--- src/rtl/tjmono2_cmd_pkg.sv ---
// ----------------------------------------------------------------------------
// tjmono2_cmd_pkg
// Shared types and constants for the TJ-Monopix2 command scheduler.
//   FRAME_W              : width of one command frame (16 bits)
//   SYNC_PATTERN_DEFAULT : sync/idle frame value (16'h817E)
//   frame_t              : kind of frame loaded at a boundary
//   state_t              : scheduler state (INIT sync burst / RUN)
//   pulse_hold()         : converts a pulse length into the hold count
// ----------------------------------------------------------------------------
package tjmono2_cmd_pkg;

   localparam int FRAME_W = 16;
   localparam logic [FRAME_W-1:0] SYNC_PATTERN_DEFAULT = 16'h817E;

   typedef enum logic [1:0] {
      FR_SYNC,
      FR_TRIG,
      FR_CFG
   } frame_t;

   typedef enum logic {
      ST_INIT,
      ST_RUN
   } state_t;

   // Remaining high cycles after the first one; a zero length still
   // produces a single-cycle pulse.
   function automatic logic [7:0] pulse_hold(input logic [7:0] len);
      return (len == 8'd0) ? 8'd0 : len - 8'd1;
   endfunction

endpackage

--- src/rtl/tjmono2_cmd_scheduler_if.sv ---
// ----------------------------------------------------------------------------
// tjmono2_cmd_scheduler_if
// Request side of the command scheduler: trigger frame handshake and
// configuration FIFO write port.
//   TRIG_FRAME/TRIG_VALID -> scheduler, TRIG_READY <- scheduler (accept strobe)
//   CFG_DATA/CFG_VALID    -> scheduler, CFG_READY  <- scheduler (FIFO not full)
// master: register/trigger logic; slave: scheduler.
// ----------------------------------------------------------------------------
interface tjmono2_cmd_scheduler_if;
   import tjmono2_cmd_pkg::*;

   logic [FRAME_W-1:0] TRIG_FRAME;
   logic               TRIG_VALID;
   logic               TRIG_READY;
   logic [FRAME_W-1:0] CFG_DATA;
   logic               CFG_VALID;
   logic               CFG_READY;

   modport master (
      output TRIG_FRAME, TRIG_VALID, CFG_DATA, CFG_VALID,
      input  TRIG_READY, CFG_READY
   );

   modport slave (
      input  TRIG_FRAME, TRIG_VALID, CFG_DATA, CFG_VALID,
      output TRIG_READY, CFG_READY
   );

endinterface

--- src/rtl/tjmono2_cmd_fifo.sv ---
// ----------------------------------------------------------------------------
// tjmono2_cmd_fifo
// Synchronous first-word-fall-through FIFO for configuration frames.
//   clk, rst          : clock, asynchronous active-high reset
//   wr_en, wr_data    : write request (ignored while full)
//   rd_en             : pop the head word (ignored while empty)
//   rd_data           : current head word, valid while !empty
//   full, empty, level: occupancy status
// DEPTH must be a power of two.
// ----------------------------------------------------------------------------
module tjmono2_cmd_fifo #(
   parameter int WIDTH = 16,
   parameter int DEPTH = 16
) (
   input  logic                     clk,
   input  logic                     rst,
   input  logic                     wr_en,
   input  logic [WIDTH-1:0]         wr_data,
   input  logic                     rd_en,
   output logic [WIDTH-1:0]         rd_data,
   output logic                     full,
   output logic                     empty,
   output logic [$clog2(DEPTH):0]   level
);

   localparam int AW = $clog2(DEPTH);
   localparam logic [AW:0] LEVEL_FULL = (AW+1)'(DEPTH);

   logic [WIDTH-1:0] mem [DEPTH];
   logic [AW-1:0]    wr_ptr_reg;
   logic [AW-1:0]    rd_ptr_reg;
   logic [AW:0]      level_reg;
   logic             push;
   logic             pop;

   assign full  = (level_reg == LEVEL_FULL);
   assign empty = (level_reg == '0);
   assign level = level_reg;
   assign push  = wr_en && !full;
   assign pop   = rd_en && !empty;

   // Head must be visible in the same cycle as the frame-boundary decision,
   // so the read is combinational; a word written on an edge is only seen
   // after that edge.
   assign rd_data = mem[rd_ptr_reg];

   always_ff @(posedge clk) begin
      if (push) begin
         mem[wr_ptr_reg] <= wr_data;
      end
   end

   always_ff @(posedge clk or posedge rst) begin
      if (rst) begin
         wr_ptr_reg <= '0;
         rd_ptr_reg <= '0;
         level_reg  <= '0;
      end else begin
         if (push) begin
            wr_ptr_reg <= wr_ptr_reg + AW'(1);
         end
         if (pop) begin
            rd_ptr_reg <= rd_ptr_reg + AW'(1);
         end
         case ({push, pop})
            2'b10:   level_reg <= level_reg + (AW+1)'(1);
            2'b01:   level_reg <= level_reg - (AW+1)'(1);
            default: level_reg <= level_reg;
         endcase
      end
   end

endmodule

--- src/rtl/tjmono2_cmd_scheduler.sv ---
// ----------------------------------------------------------------------------
// tjmono2_cmd_scheduler
// Builds the TJ-Monopix2 LVDS_CMD serial stream out of 16-bit frames
// (trigger, buffered config, sync) and drives the external injection pulse.
//   LVDS_CMD_CLK   : command clock, one serial bit per cycle
//   RESETB_EXT     : asynchronous active-high reset
//   cmd            : trigger handshake + config FIFO write port (slave)
//   PULSE_REQ/LEN  : injection pulse request and length in cycles
//   LVDS_CMD       : registered serial command bit, MSB first
//   LVDS_PULSE_EXT : injection pulse
//   FIFO_LEVEL     : config FIFO occupancy
//   INIT_DONE      : initial sync burst finished
// Optional: define TJMONO2_CMD_STATS_EN to add TRIG_SENT_CNT/CFG_SENT_CNT,
// saturating counts of trigger and config frames loaded.
// ----------------------------------------------------------------------------
module tjmono2_cmd_scheduler
   import tjmono2_cmd_pkg::*;
#(
   parameter logic [FRAME_W-1:0] SYNC_PATTERN = SYNC_PATTERN_DEFAULT,
   parameter int SYNC_INTERVAL = 32,
   parameter int INIT_SYNCS    = 8,
   parameter int FIFO_DEPTH    = 16
) (
   input  logic                          LVDS_CMD_CLK,
   input  logic                          RESETB_EXT,
   tjmono2_cmd_scheduler_if.slave        cmd,
   input  logic                          PULSE_REQ,
   input  logic [7:0]                    PULSE_LEN,
   output logic                          LVDS_CMD,
   output logic                          LVDS_PULSE_EXT,
   output logic [$clog2(FIFO_DEPTH):0]   FIFO_LEVEL,
   output logic                          INIT_DONE
`ifdef TJMONO2_CMD_STATS_EN
   ,
   output logic [15:0]                   TRIG_SENT_CNT,
   output logic [15:0]                   CFG_SENT_CNT
`endif
);

   localparam int INIT_W = $clog2(INIT_SYNCS + 1);
   localparam int SYNC_W = $clog2(SYNC_INTERVAL + 1);
   localparam logic [INIT_W-1:0] INIT_LAST = INIT_W'(INIT_SYNCS);
   localparam logic [SYNC_W-1:0] SYNC_MAX  = SYNC_W'(SYNC_INTERVAL);

   state_t               state_reg, state_next;
   logic                 first_reg;
   logic [3:0]           bit_cnt_reg;
   logic [FRAME_W-1:0]   shift_reg;
   logic                 cmd_reg;
   logic [INIT_W-1:0]    init_cnt_reg, init_cnt_next;
   logic [SYNC_W-1:0]    nsync_cnt_reg, nsync_cnt_next;
   logic                 pulse_reg;
   logic [7:0]           pulse_cnt_reg;

   logic                 load;
   frame_t               sel_type;
   logic [FRAME_W-1:0]   sel_frame;
   logic                 trig_accept;
   logic                 fifo_pop;
   logic                 fifo_empty;
   logic                 fifo_full;
   logic [FRAME_W-1:0]   fifo_head;

   tjmono2_cmd_fifo #(
      .WIDTH (FRAME_W),
      .DEPTH (FIFO_DEPTH)
   ) u_fifo (
      .clk     (LVDS_CMD_CLK),
      .rst     (RESETB_EXT),
      .wr_en   (cmd.CFG_VALID),
      .wr_data (cmd.CFG_DATA),
      .rd_en   (fifo_pop),
      .rd_data (fifo_head),
      .full    (fifo_full),
      .empty   (fifo_empty),
      .level   (FIFO_LEVEL)
   );

   // Frame boundary: last bit of the current frame, or the very first edge
   // out of reset when no frame is in flight yet.
   assign load = first_reg || (bit_cnt_reg == 4'd0);

   assign cmd.CFG_READY  = !fifo_full;
   assign cmd.TRIG_READY = trig_accept;
   assign LVDS_CMD       = cmd_reg;
   assign LVDS_PULSE_EXT = pulse_reg;
   assign INIT_DONE      = (state_reg == ST_RUN);

   always_ff @(posedge LVDS_CMD_CLK or posedge RESETB_EXT) begin
      if (RESETB_EXT) begin
         state_reg     <= ST_INIT;
         init_cnt_reg  <= '0;
         nsync_cnt_reg <= '0;
      end else begin
         state_reg     <= state_next;
         init_cnt_reg  <= init_cnt_next;
         nsync_cnt_reg <= nsync_cnt_next;
      end
   end

   // Frame selection. INIT keeps sending syncs until INIT_SYNCS of them have
   // been loaded; the boundary where the last one ends already selects with
   // RUN priorities, so INIT_DONE rises exactly when that sync has finished.
   always_comb begin
      state_next     = state_reg;
      init_cnt_next  = init_cnt_reg;
      nsync_cnt_next = nsync_cnt_reg;
      sel_type       = FR_SYNC;
      sel_frame      = SYNC_PATTERN;
      fifo_pop       = 1'b0;
      trig_accept    = 1'b0;
      if (load) begin
         if (state_reg == ST_INIT && init_cnt_reg != INIT_LAST) begin
            init_cnt_next = init_cnt_reg + INIT_W'(1);
         end else begin
            state_next = ST_RUN;
            if (cmd.TRIG_VALID) begin
               // Triggers win even over an overdue sync.
               sel_type    = FR_TRIG;
               sel_frame   = cmd.TRIG_FRAME;
               trig_accept = 1'b1;
            end else if (nsync_cnt_reg != SYNC_MAX && !fifo_empty) begin
               sel_type  = FR_CFG;
               sel_frame = fifo_head;
               fifo_pop  = 1'b1;
            end
         end
         if (sel_type == FR_SYNC) begin
            nsync_cnt_next = '0;
         end else if (nsync_cnt_reg != SYNC_MAX) begin
            nsync_cnt_next = nsync_cnt_reg + SYNC_W'(1);
         end
      end
   end

   // Serializer: the loaded frame's MSB goes straight to the output register
   // on the load edge, the remaining 15 bits follow from the shift register.
   always_ff @(posedge LVDS_CMD_CLK or posedge RESETB_EXT) begin
      if (RESETB_EXT) begin
         first_reg   <= 1'b1;
         bit_cnt_reg <= 4'd15;
         shift_reg   <= '0;
         cmd_reg     <= 1'b0;
      end else begin
         first_reg <= 1'b0;
         if (load) begin
            cmd_reg     <= sel_frame[FRAME_W-1];
            shift_reg   <= {sel_frame[FRAME_W-2:0], 1'b0};
            bit_cnt_reg <= 4'd15;
         end else begin
            cmd_reg     <= shift_reg[FRAME_W-1];
            shift_reg   <= {shift_reg[FRAME_W-2:0], 1'b0};
            bit_cnt_reg <= bit_cnt_reg - 4'd1;
         end
      end
   end

   // Injection pulse, independent of framing. pulse_cnt_reg holds the number
   // of high cycles still to come after the current one.
   always_ff @(posedge LVDS_CMD_CLK or posedge RESETB_EXT) begin
      if (RESETB_EXT) begin
         pulse_reg     <= 1'b0;
         pulse_cnt_reg <= '0;
      end else if (!pulse_reg) begin
         if (PULSE_REQ) begin
            pulse_reg     <= 1'b1;
            pulse_cnt_reg <= pulse_hold(PULSE_LEN);
         end
      end else if (pulse_cnt_reg == 8'd0) begin
         pulse_reg <= 1'b0;
      end else begin
         pulse_cnt_reg <= pulse_cnt_reg - 8'd1;
      end
   end

`ifdef TJMONO2_CMD_STATS_EN
   logic [15:0] trig_sent_reg;
   logic [15:0] cfg_sent_reg;

   always_ff @(posedge LVDS_CMD_CLK or posedge RESETB_EXT) begin
      if (RESETB_EXT) begin
         trig_sent_reg <= '0;
         cfg_sent_reg  <= '0;
      end else if (load) begin
         if (sel_type == FR_TRIG && trig_sent_reg != 16'hFFFF) begin
            trig_sent_reg <= trig_sent_reg + 16'd1;
         end
         if (sel_type == FR_CFG && cfg_sent_reg != 16'hFFFF) begin
            cfg_sent_reg <= cfg_sent_reg + 16'd1;
         end
      end
   end

   assign TRIG_SENT_CNT = trig_sent_reg;
   assign CFG_SENT_CNT  = cfg_sent_reg;
`endif

endmodule

--- src/flat_wrapper.sv ---
// flat-port wrapper written by rule: the top's interface ports become plain ports
module tjmono2_cmd_scheduler_flat import tjmono2_cmd_pkg::*;
#(
   parameter logic [FRAME_W-1:0] SYNC_PATTERN = SYNC_PATTERN_DEFAULT,
   parameter int SYNC_INTERVAL = 32,
   parameter int INIT_SYNCS    = 8,
   parameter int FIFO_DEPTH    = 16
)
  (LVDS_CMD_CLK, RESETB_EXT, PULSE_REQ, PULSE_LEN, LVDS_CMD, LVDS_PULSE_EXT, FIFO_LEVEL, INIT_DONE, cmd_TRIG_FRAME, cmd_TRIG_VALID, cmd_CFG_DATA, cmd_CFG_VALID, cmd_TRIG_READY, cmd_CFG_READY);
  tjmono2_cmd_scheduler_if cmd_i ();
  input  logic LVDS_CMD_CLK;
  input  logic RESETB_EXT;
  input  logic PULSE_REQ;
  input  logic [7:0] PULSE_LEN;
  output logic LVDS_CMD;
  output logic LVDS_PULSE_EXT;
  output logic [$clog2(FIFO_DEPTH):0] FIFO_LEVEL;
  output logic INIT_DONE;
  input wire logic [$bits(cmd_i.TRIG_FRAME)-1:0] cmd_TRIG_FRAME;
  input wire logic [$bits(cmd_i.TRIG_VALID)-1:0] cmd_TRIG_VALID;
  input wire logic [$bits(cmd_i.CFG_DATA)-1:0] cmd_CFG_DATA;
  input wire logic [$bits(cmd_i.CFG_VALID)-1:0] cmd_CFG_VALID;
  output wire logic [$bits(cmd_i.TRIG_READY)-1:0] cmd_TRIG_READY;
  output wire logic [$bits(cmd_i.CFG_READY)-1:0] cmd_CFG_READY;
  assign cmd_i.TRIG_FRAME = cmd_TRIG_FRAME;
  assign cmd_i.TRIG_VALID = cmd_TRIG_VALID;
  assign cmd_i.CFG_DATA = cmd_CFG_DATA;
  assign cmd_i.CFG_VALID = cmd_CFG_VALID;
  assign cmd_TRIG_READY = cmd_i.TRIG_READY;
  assign cmd_CFG_READY = cmd_i.CFG_READY;
  tjmono2_cmd_scheduler #(.SYNC_PATTERN(SYNC_PATTERN), .SYNC_INTERVAL(SYNC_INTERVAL), .INIT_SYNCS(INIT_SYNCS), .FIFO_DEPTH(FIFO_DEPTH)) u_core (.LVDS_CMD_CLK(LVDS_CMD_CLK), .RESETB_EXT(RESETB_EXT), .cmd(cmd_i), .PULSE_REQ(PULSE_REQ), .PULSE_LEN(PULSE_LEN), .LVDS_CMD(LVDS_CMD), .LVDS_PULSE_EXT(LVDS_PULSE_EXT), .FIFO_LEVEL(FIFO_LEVEL), .INIT_DONE(INIT_DONE));
endmodule
--- config.mk ---
export PLATFORM = sky130hd
export DESIGN_NAME = tjmono2_cmd_scheduler_flat
export DESIGN_NICKNAME = d
export VERILOG_FILES = /design/src/rtl/tjmono2_cmd_pkg.sv /design/src/rtl/tjmono2_cmd_scheduler_if.sv /design/src/rtl/tjmono2_cmd_fifo.sv /design/src/rtl/tjmono2_cmd_scheduler.sv /design/src/flat_wrapper.sv
export SDC_FILE = /design/constraint.sdc
export NUM_CORES = 1
export LEC_CHECK = 0
export BUFFER_PORTS_ARGS = -buffer_cell sky130_fd_sc_hd__buf_2
export CAP_MARGIN = 20
export CELL_PAD_IN_SITES_DETAIL_PLACEMENT = 1
export CELL_PAD_IN_SITES_GLOBAL_PLACEMENT = 1
export CORE_ASPECT_RATIO = 1.5
export CORE_UTILIZATION = 50
export CTS_CLUSTER_DIAMETER = 100
export CTS_CLUSTER_SIZE = 20
export DETAILED_ROUTE_END_ITERATION = 7
export GPL_ROUTABILITY_DRIVEN = 0
export PLACE_DENSITY = 0.77
export SETUP_SLACK_MARGIN = 0.2
export SYNTH_ARGS = -nofsm -noshare
export SYNTH_HDL_FRONTEND = slang
export SYNTH_SLANG_ARGS = --single-unit
--- constraint.sdc ---
create_clock -name LVDS_CMD_CLK -period 3.3 [get_ports LVDS_CMD_CLK]
set_clock_uncertainty 0.05 [all_clocks]
set_input_delay 0.66 -clock LVDS_CMD_CLK [delete_from_list [all_inputs] [get_ports LVDS_CMD_CLK]]
set_output_delay 0.66 -clock LVDS_CMD_CLK [all_outputs]
set_load 0.01 [all_outputs]
-- After elaboration in Yosys (flattened, before gate mapping)
Memory sizes are Yosys's and may differ from the RTL's.
Cells that the tools add are included.
W data, S select, Z words.
- bits in registers: 55
- RAM bits: 256
- logic and storage cells: 78
- memories: 1
- memories (memory ; depth ; bits a word ; read ports ; clocked after Yosys merged registers in ; write ports ; line ; RTL):
    u_core.u_fifo.mem ; 16 ; 16 ; 1 ; 0 ; 1 ; tjmono2_cmd_fifo.sv:29 ; logic [WIDTH-1:0] mem [DEPTH];
- add/subtract/negate cells: 9
- equality and inequality tests: 6
- muxes and demuxes: 29
- bitwise operators: 2
- reductions and logical operators: 19
- operators by type and width (cell ; count):
    $mux W16 ; 4
    $mux W8 ; 4
    $logic_not A8 Y1 ; 2
    $sub A8 B1 Y8 const B ; 2
    $mux W1 ; 13
    $add A4 B1 Y4 const B ; 3
    $mux W6 ; 2
    $pmux W5 S2 ; 1
    $mux W2 ; 4
    $reduce_and A2 Y1 ; 4
    $add A6 B1 Y6 const B ; 1
    $ne A6 B6 Y1 const B ; 1
    $reduce_bool A2 Y1 ; 3
    $add A5 B1 Y5 const B ; 1
    $eq A5 B5 Y1 const B ; 1
    $logic_not A5 Y1 ; 1
    $sub A5 B1 Y5 const B ; 1
    $logic_and A1 B1 Y1 ; 4
    $logic_not A4 Y1 ; 1
    $mux W4 ; 1
    $ne A4 B4 Y1 const B ; 1
    $sub A4 B1 Y4 const B ; 1
    $eq A2 B1 Y1 const B ; 1
    $eq A2 B2 Y1 const B ; 1
    other kinds (5) ; 7

-- Longest topological paths before layout
- word-level depth: 10
- gate-level depth with buffers: 13
- depth with buffers taken out: 12

-- By module
A second synthesis with hierarchy kept.
- cells, all modules: 780
- area total of the unflattened synthesis: 13148.9 µm²
- by module, submodules not included (module ; times used ; cells each ; area an instance (µm²) ; seq. area each (µm²)):
    tjmono2_cmd_fifo ; 1 ; 556 ; 10899.2 ; 8012.7
    tjmono2_cmd_scheduler ; 1 ; 224 ; 2249.7 ; 1032.2

-- Least setup slack after synthesis
No wires, ideal clock.
- path kind: reg2reg
- start: reg u_core.u_fifo.level_reg[0] (netlist: u_core.u_fifo.level[0])
- end: mem u_core.u_fifo.mem[3][0] (enable)
- data arrival time: 2.355 ns
- path slack: 0.485 ns
- stages on the path, launching flop included: 7
- path buffers: 1
- path through: dfrtp_1 > nor4_1 > nand2_1 > and2_1 > clkbuf_1 > nand2_1 > nor3_1
- cells in the longest elaborated chain, start to end: 5
- ends and longest elaborated chain (element ; line ; RTL):
    start: declaration ; tjmono2_cmd_fifo.sv:32 ; logic [AW:0] level_reg;
    start signal: assignment ; tjmono2_cmd_fifo.sv:66 ; 2'b10: level_reg <= level_reg + (AW+1)'(1);
    start signal: assignment ; tjmono2_cmd_fifo.sv:67 ; 2'b01: level_reg <= level_reg - (AW+1)'(1);
    start signal: assignment ; tjmono2_cmd_fifo.sv:68 ; default: level_reg <= level_reg;
    $eq A5 B5 Y1 ; tjmono2_cmd_fifo.sv:36 ; assign full = (level_reg == LEVEL_FULL);
    $logic_not A1 Y1 ; - ;
    via cmd_CFG_READY ; flat_wrapper.sv:24 ; output wire logic [$bits(cmd_i.CFG_READY)-1:0] cmd_CFG_READY;
    $logic_and A1 B1 Y1 ; tjmono2_cmd_fifo.sv:39 ; assign push = wr_en && !full;
    $mux W1 ; tjmono2_cmd_fifo.sv:48 ; if (push) begin
    $mux W1 (not written as such) ; tjmono2_cmd_fifo.sv:49 ; mem[wr_ptr_reg] <= wr_data;
    end: declaration ; tjmono2_cmd_fifo.sv:29 ;
The timed path passes the listed nets, and every way through them passes these cells.

-- Final worst setup path
- start: reg u_core.u_fifo.level_reg[1] (netlist: u_core.u_fifo.level[1])
- end: reg u_core.u_fifo.level_reg[4] (netlist: u_core.u_fifo.level[4])
- cells in the longest elaborated chain, start to end: 10
- elaborated cells between the ends (all ways): 17
- classes of those cells: add/sub (2); eq/ne (3); mux (5); reduce/logical (7)
- ends and longest elaborated chain (element ; line ; RTL):
    $logic_not A5 Y1 ; tjmono2_cmd_fifo.sv:37 ; assign empty = (level_reg == '0);
    $logic_not A1 Y1 ; tjmono2_cmd_fifo.sv:40, tjmono2_cmd_scheduler.sv:122 ;
    $logic_and A1 B1 Y1 ; tjmono2_cmd_scheduler.sv:122 ; end else if (nsync_cnt_reg != SYNC_MAX && !fifo_empty) begin
    $mux W1 ; tjmono2_cmd_scheduler.sv:122 ;
    $mux W1 ; tjmono2_cmd_scheduler.sv:117 ; if (cmd.TRIG_VALID) begin
    $mux W1 ; tjmono2_cmd_scheduler.sv:113 ; if (state_reg == ST_INIT && init_cnt_reg != INIT_LAST) begin
    $mux W1 ; tjmono2_cmd_scheduler.sv:112 ; if (load) begin
    $logic_and A1 B1 Y1 ; tjmono2_cmd_fifo.sv:40 ; assign pop = rd_en && !empty;
    $eq A2 B1 Y1 / $eq A2 B2 Y1 (equally long branches) ; tjmono2_cmd_fifo.sv:65 ; case ({push, pop})
    $pmux W5 S2 / $reduce_bool A2 Y1 (equally long branches) ; - ;
Parallel ways exist; a longest one is shown, timed or not.
A chain may end at the register's enable or synchronous reset.

==> run_results.csv <==
group,metric,value,unit
critical_path,end_kind,"register",
routing,avgViaCountPerCell,5.980,
critical_path,worstSetupStartpointType,"register",
pwr,p_int,7.471,mW
global_routing,track_usage,0.2368,
sta,period_needed,2.961,ns
sta,tns,0,ns
routing,vias,7045,
pwr,power_density,786.8,mW/mm2
synthesis,synth_compound_area_frac,0.05098,
layout,nets,899,
pwr,p_switching,3.624,mW
synthesis,synth-edff-count,256,
sta,tightestPinTransition,0.8587,ns
routing,drt_iter0_markers,401,
pwr,seqPwrFrac,0.481,
synthesis,synthAdderAreaFrac,0.01729,
layout,syn_to_final_growth,10.70,%
synthesis,synth_nets,823,
floorplanning,core_area,0.02505,mm2
worst_hold_path,min_path_type,"in2async",
layout,final_common_cell,"edfxtp_1",
sta,rsz0062_at_grt,"yes",
layout,final_cell_mix,"edfxtp_1 (256), nand2_1 (63), buf_2 (54)",
sta,setup_viol,0,
layout,fillCellCount,2371,
synthesis,synth_top_family_by_area,"multiplexers",
pwr,swShare,0.3266,
critical_path,arrival,3.36,ns
synthesis,ys_types,53,
layout,drive_gt1_frac,0.2341,
synthesis,yosys_warnings,0,
global_routing,grt_start_max_net_pins,55,
floorplanning,boundaryPins,55,
critical_path,path_max_fanout,9,
floorplanning,num_rows,71,
placement,placed_cells,1144,
synthesis,synth-xor-area-share,0.01719,
clock_network,cts_buffers,19,
critical_path,required,3.70,ns
sta,relSlewSlack,0.4275,
global_routing,overflow,0,
sta,slew_viol_final,0,
sta,period_share,0.8972,
sta,fmax,337.7,MHz
clock_network,htree_levels,1,
synthesis,ys.flop_type,"edfxtp_1",
synthesis,ys_seq_area_frac,0.7100,
synthesis,syn_area,0.01274,mm2
routing,wl,30020,um
global_routing,grt_pass1_wl,45940,um
routing,detail-route-antenna-nets,0,
routing,firstDrtPassIters,4,
pwr,peakVddDrop,0.3583,mV
clock_network,path_clk_slew,0.09,ns
sta,final-hold-violation-count,0,
pwr,p_clk_frac,0.211,
synthesis,synthCells,761,
critical_path,path_class,"reg2reg",
synthesis,syn_avg_cell_area,16.74,um2
pwr,p_leak,5.000,nW
floorplanning,start_util,0.5085,
synthesis,ys_async_sr_fraction,0.1742,
placement,io_buffers,54,
synthesis,synth_simple_gate_area_frac,0.05402,
routing,routedWlPerCell,25.49,um
clock_network,clock-root-buffer,"clkbuf_16",
floorplanning,fp.dieH,197.5,um
clock_network,cts_tree,"built",
layout,final_cells,1178,
synthesis,muxShareOfSynthArea,0.1268,
synthesis,synth-seq-cells,310,
run_status,outcome,"complete, no violations",
floorplanning,die_x,132.3,um
layout,largest_register_ffs,256,
clock_network,clkSinkCount,310,
clock_network,cts_buffer_depth,3,
floorplanning,die_area,0.02613,mm2
placement,hpwl,19960,um
global_routing,antenna_found_initial,0,
global_routing,grt_pass1_vias,7739,
layout,diodes,0,
clock_network,post_cts_buffers,0,
clock_network,clk_latency,0.52,ns
pwr,power_frac_comb,0.308,
routing,drcViolationCount,0,
pwr,totalPowerFinal,11.10,mW
flow_run,maxCapViolCount,0,
==> metrics by stage <==
stage	utilization	worst slack, ns	hold slack [ns]	area [um2]
after global routing	0.5629	0.1324	0.3339	14100
after detailed placement	0.5408	0.2337	0.4015	13550
after CTS	0.5625	0.2087	0.2931	14090
after global placement	0.5408	0.4466	0.3851	13550
final	0.5629	0.3392	0.2686	14100
after floorplan	-	0.4853	0.3784	12740
==> worst max-delay path, stage by stage (launching register included) <==
cell and delay (ns):
dfrtp_1 0.44, nor4_2 0.35, nand2_1 0.12, and2_2 0.27, inv_1 0.08, ha_1 0.23, inv_1 0.11, fa_1 0.42
nor2b_1 0.15, o21ai_0 0.12, and3_1 0.21, nor3_1 0.18, xnor2_1 0.14
==> layer usage <==
metal / wire [um] / track usage / part of all wire
met5: 0 / 0 / 0
met2: 16300 / 0.4427 / 0.54
met1: 11810 / 0.2869 / 0.39
met3: 1161 / 0.02489 / 0.039
met4: 754 / 0.07152 / 0.025
==> area by class of cell <==
cell class              instances  area [um2]  area share
clock inverters                 2       20.02    0.001420
multi-input cells             390        3438      0.2438
repair buffers                 92       568.0     0.04028
flip-flops and latches        310        9050      0.6418
clock buffers                  32       524.3     0.03718
inverters                      24       90.09    0.006389
well taps                     328       410.4     0.02910
==> Yosys cell counts (14+ instances only) <==
master / n / area (um2)
mux2_2: 17 / 191.4
ha_1: 16 / 200.2
nand2_1: 63 / 236.5
edfxtp_1: 256 / 7687
inv_1: 23 / 86.33
mux2i_1: 32 / 320.3
mux4_2: 49 / 1104
dfrtp_1: 49 / 1226
o21ai_0: 26 / 130.1
nor2_1: 41 / 153.9
xnor2_1: 14 / 122.6
o22ai_1: 24 / 150.1
==> cells by family after synthesis <==
| kind of cell | after synthesis |
|---|---|
| DFF | 310 |
| and+or+nand+nor | 152 |
| muxes | 98 |
| AOI/OAI and AO/OA | 97 |
| buffers and inverters | 61 |
| xor gates and xnor gates | 25 |
| adders and majority gates | 17 |
| other | 1 |
==> what timing repair did <==
action | in CTS | in global routing
gates resized for setup | 0 | 3
setup endpoints to repair | 0 | 2
hold buffers | 0 | 0
==> power by group through the flow <==
stage / Sequential (mW) / Combinational, mW / Clock [mW]
floorplan: 5.10 / 2.55 / 0
global placement: 5.33 / 3.25 / 0
detailed placement: 5.41 / 3.44 / 0
CTS: 5.33 / 3.46 / 2.41
global route: 5.40 / 3.68 / 2.51
finish: 5.34 / 3.42 / 2.34
==> path summary, 6_finish.rpt <==
check / start / to / slack, ns / depth (start not counted)
worst max register to register: u_core.u_fifo.level[1]$_DFFE_PP0P_ / u_core.u_fifo.level[4]$_DFFE_PP0P_ / 0.34 / 12
worst min register to register: u_core.bit_cnt_reg[0]$_DFF_PP1_ / u_core.bit_cnt_reg[0]$_DFF_PP1_ / 0.42 / 1
worst min-delay path: RESETB_EXT / u_core.u_fifo.level[4]$_DFFE_PP0P_ / 0.27 / 3
max in group asynchronous: RESETB_EXT / u_core.u_fifo.rd_ptr_reg[0]$_DFFE_PP0P_ / 2.39 / 3
worst max-delay path: u_core.u_fifo.level[1]$_DFFE_PP0P_ / u_core.u_fifo.level[4]$_DFFE_PP0P_ / 0.34 / 12
min in group LVDS_CMD_CLK: cmd_TRIG_FRAME[0] / u_core.shift_reg[1]$_DFF_PP0_ / 0.35 / 2
Power figures use the tool's default switching activity.
